$ cat src/rtl/spi_adc_pkg.sv
`default_nettype none
// +----------------------------------------------------------------------+
// | spi_adc_pkg : state encoding and beat-count helper for the SPI ADC RX  |
// | Revision    : 1.0                                                     |
// +----------------------------------------------------------------------+
package spi_adc_pkg;

  typedef enum logic [2:0] {
    S_IDLE     = 3'd0,
    S_CONVERT  = 3'd1,
    S_CS_SETUP = 3'd2,
    S_SHIFT    = 3'd3,
    S_CS_HOLD  = 3'd4
  } adc_state_t;

  // Beat count of the default 32-bit word over 4 lanes; parameterised
  // instances derive theirs through shift_beats().
  localparam int SHIFT_BEATS = 32 / 4;

  function automatic int shift_beats(input int data_width, input int num_sdi);
    return data_width / num_sdi;
  endfunction

endpackage
`default_nettype wire

$ cat src/rtl/spi_sck_gen.sv
`default_nettype none
// +----------------------------------------------------------------------+
// | spi_sck_gen : fabric SCK generator, counts BEATS pulses per burst      |
// | Revision    : 1.0                                                     |
// +----------------------------------------------------------------------+
module spi_sck_gen #(
  parameter int DIV_WIDTH = 8,
  parameter int BEATS     = 8
) (
  input  logic                 aclk,
  input  logic                 aresetn,
  input  logic                 i_start,
  input  logic [DIV_WIDTH-1:0] i_div,
  output logic                 o_sck,
  output logic                 o_rise,
  output logic                 o_last_fall
);

  localparam int PW = $clog2(BEATS + 1);

  logic                 r_active;
  logic                 r_sck;
  logic [DIV_WIDTH-1:0] r_half;
  logic [PW-1:0]        r_left;
  logic                 w_half_done;

  assign w_half_done = r_active && (r_half == '0);
  // The start strobe is itself the first rising edge.
  assign o_rise      = i_start || (w_half_done && !r_sck);
  assign o_last_fall = w_half_done && r_sck && (r_left == '0);
  assign o_sck       = r_sck;

  always_ff @(posedge aclk or negedge aresetn) begin
    if (!aresetn) begin
      r_active <= 1'b0;
      r_sck    <= 1'b0;
      r_half   <= '0;
      r_left   <= '0;
    end else if (i_start) begin
      r_active <= 1'b1;
      r_sck    <= 1'b1;
      r_half   <= i_div;
      r_left   <= PW'(BEATS - 1);
    end else if (w_half_done) begin
      r_sck  <= ~r_sck;
      r_half <= i_div;
      if (!r_sck)
        r_left <= r_left - 1'b1;
      if (o_last_fall)
        r_active <= 1'b0;
    end else if (r_active) begin
      r_half <= r_half - 1'b1;
    end
  end

endmodule
`default_nettype wire

$ cat src/rtl/axis_spi_adc_rx.sv
`default_nettype none
// +----------------------------------------------------------------------+
// | axis_spi_adc_rx : triggered multi-lane SPI ADC reader, AXI-Stream out  |
// | Revision        : 1.0                                                 |
// +----------------------------------------------------------------------+
module axis_spi_adc_rx
  import spi_adc_pkg::*;
#(
  parameter int NUM_SDI    = 4,
  parameter int DATA_WIDTH = 32,
  parameter int DIV_WIDTH  = 8,
  parameter int CNV_WIDTH  = 16
) (
  input  logic                  aclk,
  input  logic                  aresetn,
  input  logic                  trigger,
  input  logic [DIV_WIDTH-1:0]  cfg_clk_div,
  input  logic [CNV_WIDTH-1:0]  cfg_cnv_cycles,
  input  logic                  overrun_clr,
  output logic                  spi_cnv,
  output logic                  spi_csn,
  output logic                  spi_sck,
  input  logic [NUM_SDI-1:0]    spi_sdi,
  output logic [DATA_WIDTH-1:0] m_axis_tdata,
  output logic                  m_axis_tvalid,
  input  logic                  m_axis_tready,
  output logic                  busy,
  output logic                  overrun
);

  localparam int BEATS = shift_beats(DATA_WIDTH, NUM_SDI);
  localparam int CW    = (CNV_WIDTH > DIV_WIDTH) ? CNV_WIDTH : DIV_WIDTH;

  adc_state_t            r_state, w_state_nxt;
  logic                  r_trig_d;
  logic                  w_trig_rise;
  logic [DIV_WIDTH-1:0]  r_div;
  logic [CW-1:0]         r_cnt, w_cnt_nxt;
  logic                  w_sck_start;
  logic                  w_word_done;
  logic                  w_sck_rise;
  logic                  w_sck_last_fall;
  logic                  w_out_free;
  logic [DATA_WIDTH-1:0] r_shift;
  logic [DATA_WIDTH-1:0] r_tdata;
  logic                  r_tvalid;
  logic                  r_overrun;
  logic                  r_cnv;
  logic                  r_csn;
  logic                  r_busy;

  assign w_trig_rise = trigger && !r_trig_d;
  assign w_out_free  = !r_tvalid || m_axis_tready;

  spi_sck_gen #(
    .DIV_WIDTH (DIV_WIDTH),
    .BEATS     (BEATS)
  ) u_sck_gen (
    .aclk        (aclk),
    .aresetn     (aresetn),
    .i_start     (w_sck_start),
    .i_div       (r_div),
    .o_sck       (spi_sck),
    .o_rise      (w_sck_rise),
    .o_last_fall (w_sck_last_fall)
  );

  always_ff @(posedge aclk or negedge aresetn) begin
    if (!aresetn) begin
      r_state  <= S_IDLE;
      r_cnt    <= '0;
      r_trig_d <= 1'b0;
      r_div    <= '0;
    end else begin
      r_state  <= w_state_nxt;
      r_cnt    <= w_cnt_nxt;
      r_trig_d <= trigger;
      if (r_state == S_IDLE && w_trig_rise)
        r_div <= cfg_clk_div;
    end
  end

  always_comb begin
    w_state_nxt = r_state;
    w_cnt_nxt   = r_cnt;
    w_sck_start = 1'b0;
    w_word_done = 1'b0;
    case (r_state)
      S_IDLE: begin
        if (w_trig_rise) begin
          w_state_nxt = S_CONVERT;
          // A wait setting of 0 still yields a single convert cycle.
          w_cnt_nxt   = (cfg_cnv_cycles == '0) ? '0 : CW'(cfg_cnv_cycles - 1'b1);
        end
      end
      S_CONVERT: begin
        if (r_cnt == '0) begin
          w_state_nxt = S_CS_SETUP;
          w_cnt_nxt   = CW'(r_div);
        end else begin
          w_cnt_nxt = r_cnt - 1'b1;
        end
      end
      S_CS_SETUP: begin
        if (r_cnt == '0) begin
          w_state_nxt = S_SHIFT;
          w_sck_start = 1'b1;
        end else begin
          w_cnt_nxt = r_cnt - 1'b1;
        end
      end
      S_SHIFT: begin
        if (w_sck_last_fall) begin
          w_state_nxt = S_CS_HOLD;
          w_cnt_nxt   = CW'(r_div);
        end
      end
      S_CS_HOLD: begin
        if (r_cnt == '0) begin
          w_state_nxt = S_IDLE;
          w_word_done = 1'b1;
        end else begin
          w_cnt_nxt = r_cnt - 1'b1;
        end
      end
      default: w_state_nxt = S_IDLE;
    endcase
  end

  // Pin-level strobes are registered from the next state so they track
  // the FSM exactly and never glitch on a multi-bit state change.
  always_ff @(posedge aclk or negedge aresetn) begin
    if (!aresetn) begin
      r_cnv  <= 1'b0;
      r_csn  <= 1'b1;
      r_busy <= 1'b0;
    end else begin
      r_cnv  <= (w_state_nxt == S_CONVERT);
      r_csn  <= !(w_state_nxt == S_CS_SETUP || w_state_nxt == S_SHIFT ||
                  w_state_nxt == S_CS_HOLD);
      r_busy <= (w_state_nxt != S_IDLE);
    end
  end

  always_ff @(posedge aclk or negedge aresetn) begin
    if (!aresetn) begin
      r_shift   <= '0;
      r_tdata   <= '0;
      r_tvalid  <= 1'b0;
      r_overrun <= 1'b0;
    end else begin
      if (w_sck_rise)
        r_shift <= (r_shift << NUM_SDI) | DATA_WIDTH'(spi_sdi);

      if (w_word_done && w_out_free) begin
        r_tdata  <= r_shift;
        r_tvalid <= 1'b1;
      end else if (r_tvalid && m_axis_tready) begin
        r_tvalid <= 1'b0;
      end

      if (w_word_done && !w_out_free)
        r_overrun <= 1'b1;
      else if (overrun_clr)
        r_overrun <= 1'b0;
    end
  end

  assign spi_cnv       = r_cnv;
  assign spi_csn       = r_csn;
  assign busy          = r_busy;
  assign overrun       = r_overrun;
  assign m_axis_tdata  = r_tdata;
  assign m_axis_tvalid = r_tvalid;

endmodule
`default_nettype wire

$ cat config.mk
export PLATFORM = sky130hd
export DESIGN_NAME = axis_spi_adc_rx
export DESIGN_NICKNAME = d
export VERILOG_FILES = /design/src/rtl/spi_adc_pkg.sv /design/src/rtl/spi_sck_gen.sv /design/src/rtl/axis_spi_adc_rx.sv
export SDC_FILE = /design/constraint.sdc
export NUM_CORES = 1
export LEC_CHECK = 0
export BUFFER_PORTS_ARGS = -buffer_cell sky130_fd_sc_hd__buf_4
export CAP_MARGIN = 30
export CORE_MARGIN = 4
export CORE_UTILIZATION = 40
export DETAILED_ROUTE_END_ITERATION = 10
export GPL_TIMING_DRIVEN = 0
export PLACE_DENSITY = 0.56
export SLEW_MARGIN = 20
export SYNTH_ARGS = -nofsm -noshare
export SYNTH_HDL_FRONTEND = slang
export SYNTH_SLANG_ARGS = --single-unit
$ cat constraint.sdc
create_clock -name aclk -period 3.3 [get_ports aclk]
set_input_delay 0.66 -clock aclk [delete_from_list [all_inputs] [get_ports aclk]]
set_output_delay 0.66 -clock aclk [all_outputs]
set_load 0.1 [all_outputs]
* Word-level counts from Yosys, hierarchy flattened
Index checks and enable logic that the tools add are counted.
Widths: inputs -> output; s select.
** Cells by class
- Add/subtract/negate cells :: 4
- Equality and inequality tests :: 12
- Mux-type cells :: 30
- Bitwise operators :: 2
- Reductions and logical operators :: 34
** Operator list (count)
- $mux 16 :: 5
- $pmux 16 s4 :: 1
- $logic_not 16->1 :: 2
- $or 32x4->32 :: 1
- $sub 16x1->16 const B :: 2
- $mux 8 :: 3
- $mux 3 :: 5
- $pmux 3 s5 :: 1
- $eq 3x2->1 const B :: 4
- $mux 1 :: 12
- $mux 4 :: 3
- $logic_and 1x1->1 :: 9
- $logic_not 8->1 :: 1
- $reduce_bool 2->1 :: 4
- $sub 8x1->8 const B :: 1
- $eq 3x1->1 const B :: 2
- $eq 3x3->1 const B :: 2
- $reduce_bool 3->1 :: 2
- $logic_not 1->1 :: 5
- $logic_not 4->1 :: 1
- $logic_or 1x1->1 :: 4
- $ne 2x1->1 const B :: 2
- $ne 2x2->1 const B :: 2
- $reduce_and 2->1 :: 2
- other kinds (6) :: 6
** Word-level totals
- Register bits :: 111
- Bits of input ports :: 33

* Depth between registers and ports, before layout
- Depth after elaboration :: 10
- Depth in mapped cells :: 9

* Cells and area by module
Synthesis repeated with hierarchy kept, for this count alone.
** Second synthesis, totals
- Cells, all modules :: 533
- Area, all modules :: 5626.6 µm²
** Modules (own cells, without submodules)
- axis_spi_adc_rx :: times used 1, cells each 432, area an instance 4705.8 µm²
- spi_sck_gen :: times used 1, cells each 101, area an instance 920.9 µm²

* Least setup slack after synthesis
No wires, ideal clock.
- Path kind :: flip-flop to flip-flop
- Start point :: register r_cnt[0]
- End point :: register r_tdata[0] (netlist: m_axis_tdata[0])
- Setup time :: 0.125 ns
- Arrival :: 2.376 ns
- Slack :: 0.798 ns
- Stages on the path, launching flop included :: 9
- Period minus slack after synthesis :: 2.502 ns
- Path through :: dfrtp_1 > inv_1 > ha_1 > or3b_2 > or4_4 > nor2_8 > nand3_4 > buf_6 > mux2_4
** Between the ends
- Word-level cells in the longest chain between the ends :: 4
** RTL lines
- start, declared :: RTL line axis_spi_adc_rx.sv:38 : logic [CW-1:0] r_cnt, w_cnt_nxt;
- start signal, assigned :: RTL line axis_spi_adc_rx.sv:76 : r_cnt <= w_cnt_nxt;
- $logic_not 16->1 :: RTL line axis_spi_adc_rx.sv:119 : if (r_cnt == '0) begin
- $mux 1 :: RTL line axis_spi_adc_rx.sv:119
- $mux 1 :: RTL line axis_spi_adc_rx.sv:88 : case (r_state)
- $logic_and 1x1->1 :: RTL line axis_spi_adc_rx.sv:155 : if (w_word_done && w_out_free) begin
- end signal, assigned :: RTL line axis_spi_adc_rx.sv:156 : r_tdata <= r_shift;
- end, declared :: RTL line axis_spi_adc_rx.sv:45 : logic [DATA_WIDTH-1:0] r_tdata;
Every way passes these cells.
A chain may end at the register's enable or synchronous reset.

* Worst setup path in the final report
- Start point :: register r_cnt[0]
- End point :: register r_cnt[7]
** Between the ends
- Word-level cells in the longest chain between the ends :: 3
** RTL lines (RTL line)
- $sub 16x1->16 / $logic_not 16->1 (equally long branches)
- $mux 16 (tied with other cells) :: axis_spi_adc_rx.sv:105, axis_spi_adc_rx.sv:119
- $pmux 16 s4 / $reduce_and 4->1 (equally long branches)
Several ways; a longest one is shown, not always the timed one. The select of a mux whose other input is x is not followed.

==> metrics.md <==
| Metric | Value |
|---|---|
| Status | completed |
| Critical path origin | r_cnt[0] |
| Post-CTS Hold Fix Bufs | 0 |
| FF-to-FF Start | r_cnt[0] |
| EDFF count, synth | 0 |
| Pre-CTS setup slack | 0.268 ns |
| IO Count | 71 |
| Initial antenna violation count | 0 |
| Final Hold Vio Count | 0 |
| N_diodes | 0 |
| Net switching power | 0.000573 W |
| Total die area | 0.0155 mm² |
| Tightest Pin Transition | 0.967 ns |
| Critical path launch point type | flip-flop |
| Vias in the first global route | 3,798 |
| CTS tree | yes |
| Adder-Cell Fraction of Synth Area | 1.38% |
| Synth Warn # | 0 |
| Finished Layout Cells | 727 |
| Worst vdd ir | 0.336 mV |
| Synth area leader | dfrtp_1 |
| Cell depth of the worst flop-to-flop path | 9 |
| CP Max Fanout | 10 |
| MaxCap Viol Count | 0 |
| Core Area | 0.0133 mm² |
| CTS Buffer Depth | 2 |
| Crit path capture | r_cnt[7] |
| Worst Path Required | 3.57 ns |
| Multi-input gate area | 0.00250 mm² |
| Setup slack, reg-to-reg | 0.39 ns |
| Htree depth | 3 |
| Routability cong. | 0.852 |
| Dpl hpwl | 8580 µm |
| Routed Antenna Nets | 0 |
| Max-slew violations | 0 |
| Combinational power share | 3.5% |
| Lkg Pwr | 3.12 nW |
| Net switching share of the total power | 22.7% |
| Area Growth Syn to Fin | 19.6% |
| Avg WL per Cell | 16.2 µm |
| PwrDens | 387 mW/mm² |
| RSZ-0062 raised after global routing | false |
| Initial Util | 40.9% |
| Clock sink total | 111 |
| Worst setup EP type | flip-flop |
| Layout fillers | 1,218 |
| Post-synthesis instance total | 464 |
| Clock share of power | 42.3% |
| 1st-iter DRT viols | 231 |
| CTS clk-pin slew, worst paths | 0.07 ns |
| Worst Hold Class | input port to asynchronous set/reset pin |
| Seq cells post-synth | 111 |
| Fmax | 343 MHz |
| Fin crit period | 2.91 ns |
| Area share of and/or/nand/nor cells after synthesis | 12.9% |
| Worst-Skew Late Latency | 0.36 ns |
| Syn Nets | 503 |
| Share of cells above drive strength 1 | 33.2% |
| Mux contribution to synthesized area | 17.2% |
| Sequential Power Share | 54.1% |
| First-pass GRT wire length | 19,400 µm |
| Root Buffer | clkbuf_16 |
| Port bufs | 70 |
| Synth top area share | 50.6% |
| Synth cell types | 59 |
| Num CTS Buffers | 9 |
| Setup Crit Path Kind | flip-flop to flip-flop |
| Pre-antenna DRT Iters | 4 |
| Slew HR | 34.6% |
| Placed cells | 711 |
| Layout Nets | 585 |
| Vias per inst | 5.35 |
| Post-CTS setup buffers | 0 |
| Detailed Route WL | 11,800 µm |
| Register area | 0.00278 mm² |
| Top_reg_cell synth | dfrtp_1 |
| Overall routing resource usage | 15.3% |
| Worst setup margin | 0.386 ns |
| Compound-Gate Fraction of Synth Area | 11.8% |
| Die height | 125 µm |
| Die X | 125 µm |
| DR vias | 3,886 |
| Tcrit/Tclk final | 88.3% |
| Std-Cell Rows | 42 |
| Final hold slack | 0.235 ns |
| Largest net degree at the start of global routing | 64 |
| XOR/XNOR Fraction of Synth Area | 2.58% |
| Worst r2r dst | r_cnt[7] |
| Cts repair resizes | 0 |
| Arrival time worst endpoint | 3.18 ns |
| Clock Skews | 0.00738 ns |
| Top post-synthesis cells by area | dfrtp_1 51%, mux2_2 8.7%, mux2_4 8.6% |
| Remaining routing DRC violations | 0 |
| Total gr overflow | 0 |
| Mapped Area | 0.00544 mm² |
| Setup TNS | 0 ns |
| Post-Synthesis Mean Instance Area | 11.7 µm² |
| Final setup vio count | 0 |
| Sequential fraction of the synthesis area | 51.1% |
| Asr flop ratio synth | 100% |
| Largest family of logic cells by synthesized area | multiplexers |
| Int Pwr | 0.00195 W |
==> how the worst min path moves through the flow <==
stage / cells after the start / end / slack [ns] / startpoint
2_1_floorplan: 0 / busy / 0.36 / aresetn
3_3_place_gp: 1 / m_axis_tdata[31] / 0.49 / r_shift[31]
3_5_place_dp: 1 / m_axis_tdata[28] / 0.50 / r_shift[28]
4_1_cts: 1 / r_shift[26] / 0.24 / aresetn
5_1_grt: 1 / m_axis_tdata[29] / 0.26 / aresetn
6_report: 1 / r_shift[26] / 0.24 / aresetn
==> Yosys cell counts, drive strengths merged (2+ instances only) <==
master and instances:
nand3 6, o21ai 30, a22oi 2, a221oi 5, dfrtp 110, nand2b 5
o22ai 6, nor3b 5, o22a 4, nor3 16, a21o 2, or2 2
a21oi 22, clkbuf 10, o211ai 3, nand4 3, nor2 30, nand2 24
xnor2 11, ha 6, o31ai 4, nand3b 2, a31oi 5, nor4 9
inv 14, and3 2, or4 4, or3 5, mux2 73, nor2b 2
o41ai 2, nor4b 3, a32oi 5, xor2 5, a22o 2, buf 11
and2 2
==> layout by cell type, fill, tap and decap left out, types with 6 or more instances in the layout <==
| cell | instances |
|---|---|
| o22ai_1 | 6 |
| nor2_1 | 29 |
| mux2_2 | 42 |
| buf_2 | 7 |
| xnor2_1 | 11 |
| buf_4 | 69 |
| nand2_1 | 24 |
| inv_1 | 14 |
| mux2_4 | 31 |
| a21oi_1 | 22 |
| ha_1 | 6 |
| nor3_1 | 15 |
| clkbuf_1 | 9 |
| o21ai_0 | 30 |
| nor4_1 | 8 |
| dfrtp_1 | 110 |
| clkbuf_16 | 9 |
==> worst max-delay path, stage by stage (launching register included) <==
cell and delay (ns):
dfrtp_1 0.41, inv_1 0.07, ha_1 0.18, or3b_2 0.56, nor4_4 0.36, a21boi_1 0.19
nor3_2 0.38, clkbuf_1 0.41, o21ai_0 0.17, o21ai_0 0.11
==> kinds of logic after synthesis <==
group,count (synthesis)
and+or+nand+nor,124
adders and majority gates,6
buffers and inverters,35
muxes,73
DFF,111
xor gates and xnor gates,16
AOI/OAI and AO/OA,99
==> routing by layer <==
metal / global-route usage [%] / routed length [µm] / part of all wire [%] / vias up
met5: 0 / 0 / 0 / -
met4: 3.93 / 140 / 1.2 / 0
met3: 4.67 / 624 / 5.3 / 17
met2: 24.8 / 5560 / 47 / 93
met1: 20.1 / 5440 / 46 / 1900
li1: - / - / - / 1876
==> power groups by stage <==
stage / clock network [W] / logic (W) / registers, W
3_5_place_dp: 0 / 0.0000924 / 0.00139
5_1_grt: 0.00116 / 0.000101 / 0.00136
2_1_floorplan: 0 / 0.0000183 / 0.00139
3_3_place_gp: 0 / 0.0000861 / 0.00139
6_report: 0.00107 / 0.0000894 / 0.00136
4_1_cts: 0.00111 / 0.0000927 / 0.00136
==> stage by stage <==
| step | area [µm²] | utilization [%] | total power [W] |
|---|---|---|---|
| 2_1_floorplan | 5440 | - | 0.00141 |
| 3_3_place_gp | 6190 | 46.5 | 0.00148 |
| 3_5_place_dp | 6220 | 46.8 | 0.00148 |
| 4_1_cts | 6510 | 49.0 | 0.00257 |
| 5_1_grt | 6510 | 49.0 | 0.00263 |
| 6_report | 6510 | 49.0 | 0.00252 |
==> flip-flops by register name, summed over array words and instances (netlist names) <==
register and count:
busy 1, m_axis_tdata 32, m_axis_tvalid 1, overrun 1, r_cnt 16, r_div 8
r_shift 32, r_state 3, r_trig_d 1, spi_cnv 1, spi_csn 1, u_sck_gen.o_sck 1
u_sck_gen.r_active 1, u_sck_gen.r_half 8, u_sck_gen.r_left 4
==> final cells by class <==
class	count	share of cell area, %
plain buffers	21	1.71
inverters	14	0.807
clock inverters	6	0.807
well taps	176	3.38
multi-input cells	318	38.4
flip-flops and latches	111	42.7
repair buffers	71	8.55
clock buffers	10	3.67
(Power assumes the default switching activity.)
